## config.mk

```make
export PLATFORM = sky130hd
export DESIGN_NAME = afc_freq_comparator
export DESIGN_NICKNAME = d
export VERILOG_FILES = /design/src/rtl/afc_pkg.sv /design/src/rtl/afc_sync_edge.sv /design/src/rtl/afc_freq_comparator.sv
export SDC_FILE = /design/constraint.sdc
export NUM_CORES = 1
export LEC_CHECK = 0
export ABC_CLOCK_PERIOD_IN_PS = 3100
export CAP_MARGIN = 25
export CORE_ASPECT_RATIO = 2
export CORE_MARGIN = 5
export CORE_UTILIZATION = 55
export DETAILED_ROUTE_END_ITERATION = 10
export GPL_ROUTABILITY_DRIVEN = 0
export MAX_ROUTING_LAYER = met4
export PLACE_DENSITY_LB_ADDON = 0.08
export SLEW_MARGIN = 10
export SYNTH_ARGS = -nofsm -noshare
export SYNTH_HDL_FRONTEND = slang
export SYNTH_SLANG_ARGS = --single-unit
```

## constraint.sdc

```tcl
create_clock -name clk -period 3.1 [get_ports clk]
set_input_delay 0.62 -clock clk [delete_from_list [all_inputs] [get_ports clk]]
set_output_delay 0.62 -clock clk [all_outputs]
set_load 0.005 [all_outputs]
```

## src/rtl/afc_pkg.sv

```systemverilog
// AFC comparator shared constants: one-hot verdict codes
// (also used by the band FSM) and comparator state encoding.
package afc_pkg;

  localparam logic [2:0] COMP_NONE   = 3'b000;
  localparam logic [2:0] COMP_FAST   = 3'b100;
  localparam logic [2:0] COMP_SLOW   = 3'b010;
  localparam logic [2:0] COMP_FREEZE = 3'b001;

  typedef enum logic [2:0] {
    ST_IDLE,
    ST_SETTLE,
    ST_COUNT,
    ST_CMP,
    ST_DONE
  } cmp_state_e;

endpackage

```

## src/rtl/afc_sync_edge.sv

```systemverilog
// 2-flop synchronizer plus delay flop; rise pulses for one
// clk on each synchronized rising edge of async_in.
module afc_sync_edge (
  input  logic clk,
  input  logic rst_n,
  input  logic async_in,
  output logic rise
);

  logic s1;
  logic s2;
  logic sd;

  always_ff @(posedge clk or negedge rst_n) begin
    if (!rst_n) begin
      s1 <= 1'b0;
      s2 <= 1'b0;
      sd <= 1'b0;
    end else begin
      s1 <= async_in;
      s2 <= s1;
      sd <= s2;
    end
  end

  assign rise = s2 & ~sd;

endmodule

```

## src/rtl/afc_freq_comparator.sv

```systemverilog
// AFC frequency comparator: counts vco_div edges over a clk window
// after a settle time, issues a one-hot verdict to the band FSM.
// Ports: clk, rst_n, en, vco_div, fsm_state[4]=finish in;
// comp_out, meas_done, count_out, busy out.
module afc_freq_comparator
  import afc_pkg::*;
#(
  parameter int CNT_W         = 12,
  parameter int WINDOW_CYCLES = 256,
  parameter int SETTLE_CYCLES = 16,
  parameter int TARGET        = 64,
  parameter int TOL           = 1
) (
  input  logic             clk,
  input  logic             rst_n,
  input  logic             en,
  input  logic             vco_div,
  input  logic [4:0]       fsm_state,
  output logic [2:0]       comp_out,
  output logic             meas_done,
  output logic [CNT_W-1:0] count_out,
  output logic             busy
);

  localparam int TMR_MAX =
    (WINDOW_CYCLES > SETTLE_CYCLES) ?
    WINDOW_CYCLES : SETTLE_CYCLES;
  localparam int TMR_W = $clog2(TMR_MAX + 1);

  localparam logic [CNT_W:0] HI =
    (CNT_W+1)'(TARGET + TOL);
  localparam logic [CNT_W:0] LO =
    (TOL >= TARGET) ? '0 : (CNT_W+1)'(TARGET - TOL);

  cmp_state_e       state_q;
  cmp_state_e       state_d;
  logic [TMR_W-1:0] tmr_q;
  logic             tmr_zero;
  logic [CNT_W-1:0] edge_cnt;
  logic [CNT_W:0]   cnt_x;
  logic [2:0]       verdict;
  logic             rise;
  logic             fin;
  logic             unused_band;

  assign fin         = fsm_state[4];
  assign unused_band = ^fsm_state[3:0];
  assign tmr_zero    = (tmr_q == '0);
  assign cnt_x       = {1'b0, edge_cnt};

  afc_sync_edge u_sync (
    .clk      (clk),
    .rst_n    (rst_n),
    .async_in (vco_div),
    .rise     (rise)
  );

  always_comb begin
    verdict = COMP_FREEZE;
    if (cnt_x > HI)
      verdict = COMP_FAST;
    else if (cnt_x < LO)
      verdict = COMP_SLOW;
  end

  always_ff @(posedge clk or negedge rst_n) begin
    if (!rst_n) state_q <= ST_IDLE;
    else        state_q <= state_d;
  end

  always_comb begin
    state_d = state_q;
    unique case (state_q)
      ST_IDLE:
        if (en)
          state_d = fin ? ST_DONE : ST_SETTLE;
      ST_SETTLE:
        if (fin)           state_d = ST_DONE;
        else if (tmr_zero) state_d = ST_COUNT;
      ST_COUNT:
        if (fin)           state_d = ST_DONE;
        else if (tmr_zero) state_d = ST_CMP;
      ST_CMP:
        state_d = (verdict == COMP_FREEZE) ?
                  ST_DONE : ST_SETTLE;
      ST_DONE:
        state_d = ST_DONE;
      default:
        state_d = ST_IDLE;
    endcase
    if (!en) state_d = ST_IDLE;
  end

  always_ff @(posedge clk or negedge rst_n) begin
    if (!rst_n) begin
      tmr_q     <= '0;
      edge_cnt  <= '0;
      comp_out  <= COMP_NONE;
      meas_done <= 1'b0;
      count_out <= '0;
    end else begin
      comp_out  <= COMP_NONE;
      meas_done <= 1'b0;
      if (state_d == ST_SETTLE &&
          state_q != ST_SETTLE) begin
        tmr_q <= TMR_W'(SETTLE_CYCLES - 1);
      end else if (state_d == ST_COUNT &&
                   state_q != ST_COUNT) begin
        tmr_q    <= TMR_W'(WINDOW_CYCLES - 1);
        edge_cnt <= '0;
      end else if (!tmr_zero) begin
        tmr_q <= tmr_q - 1'b1;
      end
      if (state_q == ST_COUNT && rise &&
          edge_cnt != '1)
        edge_cnt <= edge_cnt + 1'b1;
      // en low in CMP drops the verdict and keeps the old count
      if (state_q == ST_CMP && en) begin
        comp_out  <= verdict;
        meas_done <= 1'b1;
        count_out <= edge_cnt;
      end
    end
  end

  assign busy = (state_q == ST_SETTLE) ||
                (state_q == ST_COUNT)  ||
                (state_q == ST_CMP);

endmodule

```

### Yosys cells after proc, flatten, opt, wreduce, memory -nomap -nowiden

Cells that the tools add are included.
Widths: inputs -> output; s select.

| operators by class | value |
|---|---|
| add/subtract/negate cells | 2 |
| multipliers | 0 |
| divide/modulo/power cells | 0 |
| magnitude comparators | 2 |
| eq/ne operators | 12 |
| shift-type cells | 0 |
| mux-type cells | 18 |
| bitwise logic cells | 2 |
| reduce and logical (&&, ||, !) cells | 11 |

Operator list:

| kind | count |
|---|---|
| $mux 12 | 3 |
| $mux 3 | 9 |
| $mux 9 | 3 |
| $pmux 3 s5 | 1 |
| $add 12x1->12 const B | 1 |
| $gt 12x7->1 const B | 1 |
| $lt 12x6->1 const B | 1 |
| $ne 12x12->1 const B | 1 |
| $eq 3x1->1 const B | 3 |
| $eq 3x2->1 const B | 3 |
| $logic_not 9->1 | 1 |
| $sub 9x1->9 const B | 1 |
| $ne 3x1->1 const B | 2 |
| $logic_and 1x1->1 | 5 |
| $eq 3x3->1 const B | 1 |
| $logic_not 3->1 | 1 |
| $ne 3x2->1 const B | 1 |
| $logic_or 1x1->1 | 2 |
| $mux 2 | 1 |
| $ne 2x1->1 const B | 1 |
| $reduce_and 2->1 | 1 |
| $reduce_bool 2->1 | 1 |
| $and 1x1->1 | 1 |
| $mux 1 | 1 |
| $not 1->1 | 1 |

| storage, ports and cells | value |
|---|---|
| register bits | 43 |
| latch bits | 0 |
| RAM bits | 0 |
| ROM bits | 0 |
| input bits | 9 |
| memories kept | 0 |

### Logic depth before layout (Yosys ltp)

| depth | value |
|---|---|
| word-level depth | 12 |
| gate-level depth with buffers | 6 |
| gate-level depth less buffers | 6 |

### Hierarchy

A second synthesis with hierarchy kept.

| unflattened totals | value |
|---|---|
| cells, all modules | 222 |
| area, all modules | 2,173.3 um^2 |

Modules (own cells, without submodules):

| module | times used | cells each | area an instance (um^2) |
|---|---|---|---|
| afc_freq_comparator | 1 | 218 | 2,084.5 |
| afc_sync_edge | 1 | 4 | 88.8 |

### Least setup slack after synthesis

OpenSTA, ideal clock, no wires.

| timing path | value |
|---|---|
| path type | register to register |
| start | register tmr_q[0] |
| end | register edge_cnt[4] |
| setup time | 0.126 ns |
| data arrival time | 1.979 ns |
| data required time | 2.974 ns |
| path slack | 0.995 ns |
| stages on the path, launching flop included | 7 |
| path buffers | 0 |
| period minus slack after synthesis | 2.105 ns |
| cells stage by stage | dfrtp_1 > inv_1 > ha_1 > or4b_1 > nor4_4 > a21oi_4 > a221o_1 |

| on the way | value |
|---|---|
| word-level cells in the longest chain between the ends | 9 |

RTL lines:

| element | RTL line | text |
|---|---|---|
| start: declaration | afc_freq_comparator.sv:37 | `logic [TMR_W-1:0] tmr_q;` |
| start signal: assignment | afc_freq_comparator.sv:106 | `tmr_q <= TMR_W'(SETTLE_CYCLES - 1);` |
| start signal: assignment | afc_freq_comparator.sv:109 | `tmr_q <= TMR_W'(WINDOW_CYCLES - 1);` |
| start signal: assignment | afc_freq_comparator.sv:112 | `tmr_q <= tmr_q - 1'b1;` |
| $logic_not 9->1 (*) | afc_freq_comparator.sv:48 | `assign tmr_zero = (tmr_q == '0);` |
| $mux 3 (on tied branches) | afc_freq_comparator.sv:82, afc_freq_comparator.sv:79 |  |
| $mux 3 (on tied branches) | afc_freq_comparator.sv:81, afc_freq_comparator.sv:78 |  |
| $pmux 3 s5 (*) | afc_freq_comparator.sv:73 | `unique case (state_q)` |
| $mux 3 (*) | afc_freq_comparator.sv:91 | `if (!en) state_d = ST_IDLE;` |
| $eq 3x1->1 / $eq 3x2->1 (equally long branches) | afc_freq_comparator.sv:104, afc_freq_comparator.sv:107 |  |
| $logic_and 1x1->1 (on tied branches) | afc_freq_comparator.sv:104, afc_freq_comparator.sv:107 |  |
| $ne 2x1->1 (no line) / $reduce_bool 2->1 (equally long branches) | -- |  |
| $reduce_and 2->1 (no line) (*) | -- |  |
| end signal: assignment | afc_freq_comparator.sv:116 | `edge_cnt <= edge_cnt + 1'b1;` |
| end: declaration | afc_freq_comparator.sv:39 | `logic [CNT_W-1:0] edge_cnt;` |

Every way passes the cells marked *; elsewhere a longest branch is shown, timed or not.
A chain may end at the register's enable or synchronous reset.

### Worst setup path after layout

| timing path | value |
|---|---|
| start | input en |
| end | register edge_cnt[4] |

| on the way | value |
|---|---|
| word-level cells in the longest chain between the ends | 5 |

RTL lines:

| element | RTL line | text |
|---|---|---|
| start: declaration | afc_freq_comparator.sv:16 | `input logic en,` |
| $mux 3 (*) | afc_freq_comparator.sv:91 |  |
| $eq 3x1->1 / $eq 3x2->1 (equally long branches) | afc_freq_comparator.sv:104, afc_freq_comparator.sv:107 |  |
| $logic_and 1x1->1 (on tied branches) | afc_freq_comparator.sv:104, afc_freq_comparator.sv:107 |  |
| $ne 2x1->1 (no line) / $reduce_bool 2->1 (equally long branches) | -- |  |
| $reduce_and 2->1 (no line) (*) | -- |  |

Marked as above.

==> results.yml <==
layout:
  finish.net_count: 272
  layout-drive-gt1-share_pct: 9.30
  fillers: 368
  fin_area_um2: 2640
  syn_to_final_growth_pct: 16.9
  fin_cells: 310
  antenna_cells: 0
sta:
  worst_slew_pin_slew_ns: 0.656
  rsz0062_at_grt: "no"
  timing.slew.headroom_pct: 56.1
  fin_hold_ws_ns: 0.176
  period_share_pct: 75.0
  finalCriticalPeriod_ns: 2.32
  drv_slew: 0
  max_freq_mhz: 430
  setup_viol: 0
  finalHoldViolCount: 0
  finalClockSkew_ns: 0.00848
  setup_tns_ns: 0
drt:
  via_per_inst: 6.06
  dr.pass1.iters: 4
  drc: 0
  totalWireLength_um: 5330
  vias: 1878
  wl_per_cell_um: 17.2
  drtIter0Drc: 44
  ant_nets: 0
worst_setup_path:
  cp-end-kind: "flip-flop"
  crit_chain: "clkdlybuf4s50_1, or3b_1, nor4_4, a21oi_4, a221o_1"
  critPathBufInv: 1
  crit_fanout: 8
  crit_required_ns: 3.27
  cp-start-kind: "input port"
  cp.arrival_ns: 2.50
  critPathTopFamily: "simple AND/OR/NAND/NOR gates"
  crit_path_start: "en"
  path_class: "input port to flip-flop"
  rr_startpoint: "tmr_q[0]$_DFFE_PN0P_"
  cp_slowest_cell: "clkdlybuf4s50_1"
  cpPeakStageDelay_ns: 0.49
synthesis:
  syn_area_per_cell_um2: 9.62
  yosys.cell_count.top_type: "dfrtp_1"
  synth_fa_ha_area_share_pct: 2.77
  netlist_instances: 235
  netlist_top_cells_count: "dfrtp_1 (43), nand2_1 (41), nor2_1 (13)"
  synth_xor_xnor_area_share_pct: 1.94
  synthTopCellsByArea: "dfrtp_1 (48%), nand2_1 (6.8%), ha_1 (2.8%), a221o_1 (2.7%), nor3_1 (2.7%)"
  synthArstFlopShare_pct: 100
  seq_area_frac_synth_pct: 47.6
  synth_top_family_by_area: "simple AND/OR/NAND/NOR gates"
  yosysTopAreaCell: "dfrtp_1"
  ys_ff_latch: 43
  synth_ff_type: "dfrtp_1"
  yosys_warnings: 0
  muxShareOfSynthArea_pct: 1.44
  synth.distinct_cells: 53
  synthSimpleGateAreaFrac_pct: 28.7
  netlist_area_um2: 2260
  synth_compound_area_share_pct: 14.3
  synth_top_area_share_pct: 47.6
  synth_edf_count: 0
  synth_nets: 249
floorplanning:
  die-height_um: 101
  die_x_um: 55.3
  io_pins: 26
  core-area_um2: 4050
  initial_core_util_pct: 55.8
  die_area_um2: 5570
  rows: 33
global_routing:
  grt.overflow.total: 0
  grt_max_degree: 44
  grt_pass1_wl_um: 9340
  antenna_found_initial: 0
  first_global_vias: 1981
  grt_use_total_pct: 21.7
clocking:
  cts-buffers-inserted: 5
  post-cts-setup-buffers: 0
  clock-root-buffer: "clkbuf_8"
  cts_resized: 0
  clk_latency_ns: 0.29
  htreeDepth: 2
  cts_tree: "yes"
  clock_path_buffers: 2
  cts.sinks: 43
  ctsHoldBuffers: 0
  path_clk_slew_ns: 0.08
pwr:
  p_per_area_nw_per_um2: 522
  p_leak_nw: 1.17
  ir_drop_v: 0.000302
placed_design:
  io_buffer_count: 21
  dp_hpwl_um: 3910
  postPlaceCellArea_um2: 2520
  dp.cells: 302
job:
  maxCapViolCount: 0
min_path:
  hp-class: "input port to asynchronous set/reset pin"
status:
  status: "completed"
[through the flow]
stage,setup slack [ns],util [%],total power [mW]
floorplan,0.995,-,0.891
global placement,0.482,62.3,0.962
detailed placement,0.481,62.3,0.968
CTS,0.780,64.8,1.39
global route,0.712,65.3,1.47
finish,0.775,65.3,1.38
[worst paths after layout]
path,cells past startpoint,to,slack (ns)
hold reg to reg,0,u_sync.s2$_DFF_PN0_,0.36
setup reg to reg,6,edge_cnt[4]$_DFFE_PN0P_,0.84
min in group clk,0,u_sync.s2$_DFF_PN0_,0.36
max in group asynchronous,2,tmr_q[2]$_DFFE_PN0P_,2.46
hold / removal,1,state_q[2]$_DFF_PN0_,0.18
setup / recovery,5,edge_cnt[4]$_DFFE_PN0P_,0.78
[cell type report]
cell class	count	area [um2]	area share [%]
multi-input cells	174	1110	42.0
flip-flops and latches	43	1080	40.7
repair buffers	27	263	9.94
clock buffers	6	72.6	2.75
well taps	52	65.1	2.46
clock inverters	1	30.0	1.14
inverters	7	26.3	0.994
[flip-flops by register name, indices dropped and copies added, names as in the netlist]
register	count
u_sync.s2	1
u_sync.s1	1
edge_cnt	12
comp_out	3
tmr_q	9
state_q	3
u_sync.sd	1
count_out	12
meas_done	1
[logic make-up (layout without fill, tap and decap cells)]
kind of cell	after synthesis	in the layout
and+or+nand+nor	119	119
DFF	43	43
AOI/OAI and AO/OA	42	42
buffers and inverters	18	41
adders and majority gates	5	5
xor gates and xnor gates	5	5
muxes	3	3
[power breakdown]
group / switching (mW) / internal (mW)
sequential: 0.0836 / 0.621
clock: 0.181 / 0.236
combinational: 0.133 / 0.125
[metal layers]
layer  share of wire (%)  vias to the layer above  routed length, um  track usage [%]
li1                    -                      897                  -                -
met1                  37                      929               1990             22.4
met2                  57                       36               3010             40.0
met3                 2.5                       16                131             2.95
met4                 3.5                        0                189             10.3
met5                   0                        -                  0                -
[placed cells by master (no fill, tap or decap), types with 2 or more instances in the layout]
| cell type | count |
|---|---|
| ha_1 | 5 |
| a221o_1 | 6 |
| and4_1 | 2 |
| a211o_1 | 2 |
| or4_1 | 2 |
| o21ai_0 | 8 |
| mux2_2 | 2 |
| nand3_1 | 8 |
| clkbuf_8 | 5 |
| o31ai_1 | 5 |
| o21a_1 | 2 |
| nor4_1 | 5 |
| nand4_1 | 5 |
| nand2_1 | 41 |
| xor2_1 | 3 |
| nor3_1 | 12 |
| buf_4 | 5 |
| and3_1 | 3 |
| or4_4 | 2 |
| o211ai_1 | 6 |
| nor4b_1 | 2 |
| and2_1 | 5 |
| or3_1 | 2 |
| nand2b_1 | 5 |
| nor2_1 | 13 |
| dfrtp_1 | 43 |
| a21oi_1 | 3 |
| xnor2_1 | 2 |
| inv_1 | 7 |
| clkdlybuf4s50_1 | 20 |
Note: power is estimated with default switching activity, not from simulation.
